`src/rtl/stack_cpu_pkg.sv`:
```
// Shared definitions for the 8-bit stack-machine CPU: opcodes, ALU
// function codes, control-FSM state encoding and the control strobe bundle.
package stack_cpu_pkg;

    localparam int OPC_W   = 3;
    localparam int ALUOP_W = 2;

    // Instruction opcodes carried in IR[7:5]
    localparam logic [OPC_W-1:0] OP_ADD  = 3'b000;
    localparam logic [OPC_W-1:0] OP_SUB  = 3'b001;
    localparam logic [OPC_W-1:0] OP_AND  = 3'b010;
    localparam logic [OPC_W-1:0] OP_NOT  = 3'b011;
    localparam logic [OPC_W-1:0] OP_PUSH = 3'b100;
    localparam logic [OPC_W-1:0] OP_POP  = 3'b101;
    localparam logic [OPC_W-1:0] OP_JMP  = 3'b110;
    localparam logic [OPC_W-1:0] OP_JZ   = 3'b111;

    // ALU function select; arithmetic/logic opcodes map onto these via OPC[1:0]
    localparam logic [ALUOP_W-1:0] ALU_ADD = 2'b00;
    localparam logic [ALUOP_W-1:0] ALU_SUB = 2'b01;
    localparam logic [ALUOP_W-1:0] ALU_AND = 2'b10;
    localparam logic [ALUOP_W-1:0] ALU_NOT = 2'b11;

    // Control FSM states, one per machine cycle
    typedef enum logic [3:0] {
        ST_IF   = 4'd0,
        ST_ID   = 4'd1,
        ST_POPA = 4'd2,
        ST_POPB = 4'd3,
        ST_EXE  = 4'd4,
        ST_WB   = 4'd5,
        ST_MRD  = 4'd6,
        ST_PSH  = 4'd7,
        ST_POPS = 4'd8,
        ST_MWR  = 4'd9,
        ST_JMP  = 4'd10,
        ST_JZ   = 4'd11
    } state_t;

    // All datapath control strobes for one cycle
    typedef struct packed {
        logic               iord;
        logic               mem_read;
        logic               mem_write;
        logic               ir_write;
        logic               src_a;
        logic               src_b;
        logic               ld_a;
        logic               ld_b;
        logic [ALUOP_W-1:0] alu_op;
        logic               pc_write;
        logic               pc_src;
        logic               tos;
        logic               push;
        logic               pop;
        logic               pc_write_cond;
        logic               mtos;
        logic               instr_done;
    } ctrl_t;

endpackage

```
`src/rtl/stack_mc_ctrl_dec.sv`:
```
// Moore output decoder: maps the current control state onto the datapath
// strobes. Anything not listed for a state stays 0.
module stack_mc_ctrl_dec
    import stack_cpu_pkg::*;
(
    input  state_t             state,
    input  logic [ALUOP_W-1:0] alu_fn,
    output ctrl_t              ctrl
);

    // Decode state into strobes; start from all-zero so each state only names what it drives
    always_comb begin
        ctrl = '0;
        unique case (state)
            ST_IF: begin
                ctrl.mem_read = 1'b1;
                ctrl.ir_write = 1'b1;
                ctrl.src_a    = 1'b1;
                ctrl.src_b    = 1'b1;
                ctrl.alu_op   = ALU_ADD;
                ctrl.pc_write = 1'b1;
            end
            ST_ID: begin
                ctrl.tos = 1'b1;
            end
            ST_POPA, ST_POPS: begin
                ctrl.tos  = 1'b1;
                ctrl.ld_a = 1'b1;
                ctrl.pop  = 1'b1;
            end
            ST_POPB: begin
                ctrl.tos  = 1'b1;
                ctrl.ld_b = 1'b1;
                ctrl.pop  = 1'b1;
            end
            ST_EXE: begin
                ctrl.alu_op = alu_fn;
            end
            ST_WB: begin
                ctrl.push       = 1'b1;
                ctrl.instr_done = 1'b1;
            end
            ST_MRD: begin
                ctrl.iord     = 1'b1;
                ctrl.mem_read = 1'b1;
            end
            ST_PSH: begin
                ctrl.mtos       = 1'b1;
                ctrl.push       = 1'b1;
                ctrl.instr_done = 1'b1;
            end
            ST_MWR: begin
                ctrl.iord       = 1'b1;
                ctrl.mem_write  = 1'b1;
                ctrl.instr_done = 1'b1;
            end
            ST_JMP: begin
                ctrl.pc_src     = 1'b1;
                ctrl.pc_write   = 1'b1;
                ctrl.instr_done = 1'b1;
            end
            ST_JZ: begin
                ctrl.pc_src        = 1'b1;
                ctrl.pc_write_cond = 1'b1;
                ctrl.instr_done    = 1'b1;
            end
            default: ctrl = '0;
        endcase
    end

endmodule

```
`src/rtl/stack_mc_ctrl.sv`:
```
// Multicycle control unit for the stack-machine datapath. Holds the state
// register and next-state logic; outputs come from the Moore decoder.
module stack_mc_ctrl
    import stack_cpu_pkg::*;
#(
    parameter int OPC_W   = 3,
    parameter int ALUOP_W = 2
) (
    input  logic               clk,
    input  logic               rst,
    input  logic [OPC_W-1:0]   OPC,
    output logic               IorD,
    output logic               memRead,
    output logic               memWrite,
    output logic               IRWrite,
    output logic               SrcA,
    output logic               SrcB,
    output logic               LdA,
    output logic               LdB,
    output logic [ALUOP_W-1:0] AluOP,
    output logic               PCWrite,
    output logic               PCSrc,
    output logic               tos,
    output logic               Push,
    output logic               Pop,
    output logic               PCWriteCond,
    output logic               MtoS,
    output logic               instr_done,
    output logic [3:0]         dbg_state
);

    state_t     state;
    state_t     state_nxt;
    ctrl_t      ctrl;
    logic [2:0] opc;

    // Opcode decode only ever needs the architectural 3 bits
    assign opc = 3'(OPC);

    // State register; async reset parks the FSM in instruction fetch
    always_ff @(posedge clk or posedge rst) begin
        if (rst) begin
            state <= ST_IF;
        end else begin
            state <= state_nxt;
        end
    end

    // Next-state logic; OPC is only consulted in ID and POPA where IR is stable
    always_comb begin
        state_nxt = ST_IF;
        unique case (state)
            ST_IF: state_nxt = ST_ID;
            ST_ID: begin
                unique case (opc)
                    OP_ADD, OP_SUB, OP_AND, OP_NOT: state_nxt = ST_POPA;
                    OP_PUSH:                        state_nxt = ST_MRD;
                    OP_POP:                         state_nxt = ST_POPS;
                    OP_JMP:                         state_nxt = ST_JMP;
                    OP_JZ:                          state_nxt = ST_JZ;
                    default:                        state_nxt = ST_IF;
                endcase
            end
            // NOT is unary: only one operand pop before execute
            ST_POPA: state_nxt = (opc == OP_NOT) ? ST_EXE : ST_POPB;
            ST_POPB: state_nxt = ST_EXE;
            ST_EXE:  state_nxt = ST_WB;
            ST_MRD:  state_nxt = ST_PSH;
            ST_POPS: state_nxt = ST_MWR;
            ST_WB, ST_PSH, ST_MWR, ST_JMP, ST_JZ: state_nxt = ST_IF;
            default: state_nxt = ST_IF;
        endcase
    end

    stack_mc_ctrl_dec u_dec (
        .state  (state),
        .alu_fn (opc[1:0]),
        .ctrl   (ctrl)
    );

    assign IorD        = ctrl.iord;
    assign memRead     = ctrl.mem_read;
    assign memWrite    = ctrl.mem_write;
    assign IRWrite     = ctrl.ir_write;
    assign SrcA        = ctrl.src_a;
    assign SrcB        = ctrl.src_b;
    assign LdA         = ctrl.ld_a;
    assign LdB         = ctrl.ld_b;
    assign AluOP       = ALUOP_W'(ctrl.alu_op);
    assign PCWrite     = ctrl.pc_write;
    assign PCSrc       = ctrl.pc_src;
    assign tos         = ctrl.tos;
    assign Push        = ctrl.push;
    assign Pop         = ctrl.pop;
    assign PCWriteCond = ctrl.pc_write_cond;
    assign MtoS        = ctrl.mtos;
    assign instr_done  = ctrl.instr_done;
    assign dbg_state   = state;

endmodule

```
`config.mk`:
```
export PLATFORM = sky130hd
export DESIGN_NAME = stack_mc_ctrl
export DESIGN_NICKNAME = d
export VERILOG_FILES = /design/src/rtl/stack_cpu_pkg.sv /design/src/rtl/stack_mc_ctrl_dec.sv /design/src/rtl/stack_mc_ctrl.sv
export SDC_FILE = /design/constraint.sdc
export NUM_CORES = 1
export LEC_CHECK = 0
export CORE_AREA = 8 8 45 47
export DETAILED_ROUTE_END_ITERATION = 12
export DIE_AREA = 0 0 53 55
export PLACE_DENSITY = 0.78
export SYNTH_ARGS = -nofsm -noshare
export SYNTH_HDL_FRONTEND = slang
export SYNTH_SLANG_ARGS = --single-unit
export TNS_END_PERCENT = 1
```
`constraint.sdc`:
```
create_clock -name clk -period 4.05 [get_ports clk]
set_input_delay 0.81 -clock clk [delete_from_list [all_inputs] [get_ports clk]]
set_output_delay 0.81 -clock clk [all_outputs]
set_load 0.05 [all_outputs]
```
* Word-level counts from Yosys, hierarchy flattened
Memory sizes are Yosys's and may differ from the RTL's.
Cells that the tools add are included.
** Word-level totals
- Output and inout port bits :: 22
- Memories :: 1
- Word-level logic and storage cells :: 41
- RAM bits :: 0
- Register bits after elaboration :: 4
- Latch bits :: 0
- ROM bits :: 32
- Input bits :: 5
** Cells by class
- Bitwise operators :: 0
- Add/sub/neg operators :: 0
- Div/mod/pow operators :: 0
- $lt $le $gt $ge :: 0
- Mux-type cells :: 17
- Reduce and logical (&&, ||, !) cells :: 10
- Equality and inequality tests :: 12
- Shifts and indexed selects :: 0
- Multiply operators :: 0
** Memories
- (no name shown) :: depth 8, bits a word 4, read ports 1, clocked after Yosys merged registers in 0, write ports 0, line stack_mc_ctrl.sv:55 : unique case (opc)
** Operator list (count)
- one-hot mux 4 bit (7 select lines) :: 1
- equality test 4 x 3 -> 1 bit, second input constant :: 4
- equality test 4 bit, second input constant :: 4
- two-way mux 1 bit :: 13
- OR reduction 2 bit :: 6
- equality test 4 x 2 -> 1 bit, second input constant :: 2
- two-way mux 3 bit :: 2
- OR reduction 5 bit :: 1
- equality test 4 x 1 -> 1 bit, second input constant :: 1
- zero test 4 bit :: 1
- OR reduction 4 bit :: 1
- equality test 3 x 2 -> 1 bit, second input constant :: 1
- OR reduction 3 bit :: 1
- two-way mux 2 bit :: 1

* Depth between registers and ports, before layout
- Depth in word-level cells :: 3
- Depth in mapped cells :: 4
- Depth with buffers taken out :: 3

* Cells and area by module
Synthesis repeated with hierarchy kept, for this count alone.
** Second synthesis, totals
- Cell total of the unflattened synthesis :: 58
- Area, all modules :: 481.7 µm²
** Modules (own cells, without submodules)
- stack_mc_ctrl :: cells each 26, sequential area each 100.1 µm², area an instance 246.5 µm², times used 1
- stack_mc_ctrl_dec :: cells each 32, sequential area each 0.0 µm², area an instance 235.2 µm², times used 1

* Worst setup path before layout
OpenSTA, ideal clock, no wires.
- Path kind :: register to output
- From :: register state[1], in the netlist dbg_state[1]
- To :: output SrcA
- Arrival :: 2.970 ns
- Path buffers :: 2
- Stages on the path, launching flop included :: 4
- Required time :: 3.240 ns
- Slack :: 0.270 ns
- Cells stage by stage :: dfrtp_1 > buf_4 > nor4_1 > buf_4
** On the way
- Word-level cells in the longest chain between the ends :: 2
** RTL lines
- start: declaration :: line stack_mc_ctrl.sv:32 : state_t state;
- start signal: assignment :: line stack_mc_ctrl.sv:45 : state <= state_nxt;
- zero test 4 bit :: line stack_mc_ctrl_dec.sv:14 : unique case (state)
- two-way mux 3 bit :: line stack_mc_ctrl_dec.sv:14
- end: declaration :: line stack_mc_ctrl.sv:16 : output logic SrcA,
Every way passes these cells.

* Final worst setup path
- From :: input OPC[1]
- To :: output AluOP[1]
** On the way
- Word-level cells in the longest chain between the ends :: 1
** RTL lines
- start: declaration :: line stack_mc_ctrl.sv:11 : input logic [OPC_W-1:0] OPC,
- two-way mux 2 bit :: line stack_mc_ctrl_dec.sv:14
- end: declaration :: line stack_mc_ctrl.sv:20 : output logic [ALUOP_W-1:0] AluOP,
Every way passes these cells.

==> results.md <==
- Status: completed
- Row count: 14
- Critical-path cell list: clkdlybuf4s50_1 > and3_1 > clkdlybuf4s50_1
- Setup tns final: 0 ns
- CTS Hold Bufs: 0
- Root Driver: clkbuf_4
- Clock Sinks: 4
- Critical Path RT: roughly 3.2 ns
- Die H: 55 um
- CTS Buf Count: 3
- Relative slew slack: between 60% and 70%
- CP max stage delay: ~0.80 ns
- Period minus WS final: between 3 and 4 ns
- Flops & latches, synth: 4
- Yosys cell types: 33
- RSZ-0062 raised after global routing: false
- CTS tree: built
- First-pass GRT wire length: ~1800 um
- Post-CTS setup buffers: 0
- Post-synth net total: 60
- Post-synth ARST share: 100%
- Via density per instance: 5.06
- F_max: about 320 MHz
- Fin. max-slew vios: 0
- Post_cts resized: 0
- Synth Area per Inst: between 8 and 9 um2
- Port buffer count: 26
- TritonRoute pass-1 iters: 4
- Final HPWL DP: approximately 950 um
- Slew of the pin with the lowest slew margin: around 0.5 ns
- Final hold violations: 0
- Initial Utilization: 32.4%
- Filler Cells Inserted: approximately 140
- Worst path slowest cell: clkdlybuf4s50_1
- Vias in the first global route: roughly 440
- Max-Cap Viols: 0
- Reg clk slew, reported paths: ~0.040 ns
- Routed wire length per instance: 13.5 um
- Cell area after synthesis: 448 um2
- Sequential element share of the synthesized area: roughly 22%
- H-tree depth: 1
- Share of layout cells above drive strength 1: a little under an eighth
- Residual DRC: 0
- Vias after detailed routing: roughly 480
- Largest net degree at the start of global routing: 18
- GRT Residual Overflow: 0
- Iteration-0 DRC Markers: 5
- DRT antenna net count: 0
- Initial antenna violation count: 0
- Clock Skew: ~0.0095 ns
- Total GRT Usage: between 8 and 9%
- Die Area: roughly 0.0029 mm2
- Area leader, netlist: dfrtp_1
- Setup crit start kind: input pin
- Worst-path maximum fanout: 6
- Top cells by area, synth: dfrtp_1 (22%), buf_4 (6.7%), nor3b_2 (5.6%), nor2_1 (5.0%), nor3_1 (4.5%)
- Critical path arrival: roughly 2.3 ns
- Area Growth Syn to Fin: 57.3%
- Final cycle utilization of the critical path: between 70% and 80%
- Number of flip-flops in the largest register: 4
- GPL Wtd Cong: 0.701
- ANT cells: 0
- Prevailing post-synth register cell: dfrtp_1
- Hold Path Class: in -> async
- Core ar.: 0.00138 mm2
- Post-synth EDFFs: 0
- Critical path type: in -> out
- Non-Filler Instances: 94
- Critical path endpoint category: output pin
- Worst skew pair latency: approximately 0.24 ns
- Cells after DPL: 91
- Area share of the largest cell type after synthesis: 22.3%
- Syn Inst Count: 55
- Die width: ~53 um
- Yosys warns: 0
- Layout Nets: 85
- Num ports: 27
- CP dominant cell by count: clkdlybuf4s50_1
- CTS max path bufs: 2
- Post-Route WL: between 1000 and 1500 um
- # setup viols final: 0
-- final timing paths --
kind	from	endpoint	slack [ns]	cells past startpoint
setup / recovery	OPC[1]	AluOP[1]	0.90	3
hold / removal	rst	dbg_state[0]	0.75	2
setup reg to reg	dbg_state[3]	dbg_state[0]	2.80	3
hold reg to reg	dbg_state[3]	dbg_state[2]	0.75	1
max in group asynchronous	rst	dbg_state[1]	3.14	2
min in group clk	dbg_state[3]	dbg_state[2]	0.75	1
-- kinds of logic after synthesis --
group,synth area share (%)
buffers and inverters,12.0
DFF,22.3
AOI/OAI and AO/OA,14.0
muxes,2.23
and+or+nand+nor,43.6
xor gates and xnor gates,5.87
-- cell type report --
class	count	area (um2)	area share [%]
repair buffers	26	260	36.9
flip-flops and latches	4	100	14.2
inverters	2	7.51	1.07
clock buffers	3	22.5	3.20
multi-input cells	43	294	41.7
well taps	16	20.0	2.84
-- layout by cell type (no fill, tap or decap), drive strengths merged, types with 2 or more instances in the layout --
master	count
clkdlybuf4s50	26
nor2	6
nor3	4
dfrtp	4
clkbuf	3
nor2b	3
nand2	2
nand3b	2
nand3	2
and3	2
and2	2
nor3b	2
xor2	2
inv	2
o21ai	2
-- layer usage --
layer  share of wire [%]  wire (um)  GRT usage (%)
met1                  41        515           8.59
met2                  50        634           14.5
met3                 7.3         92           2.41
met4                 1.8         23           6.47
met5                   0          0              0
-- critical path, delay by kind of cell --
family | cells | cell delay [ns]
buf+inv | 2 | 1.35
simple gates | 1 | 0.18
-- synth_stat cells (all sizes together), types with 2 or more instances --
cell type and number:
nand2 2, and3 2, inv 2, nor2 6, nand3 2, buf 6, nand3b 2, and2 2
nor3 4, nor2b 3, nor3b 2, dfrtp 4, xor2 2, o21ai 2
-- per-stage QoR --
step	cell area, um2	utilization [%]	setup WS, ns	hold WS (ns)
after floorplan	448	-	0.270	0.576
after global placement	682	49.3	0.924	0.752
after detailed placement	682	49.3	0.888	0.760
after CTS	704	50.9	0.891	0.748
after global routing	704	50.9	0.805	0.775
final	704	50.9	0.897	0.749
Power is not shown: default switching activity piles up to over one toggle a cycle in this logic, so the estimate is an artifact.
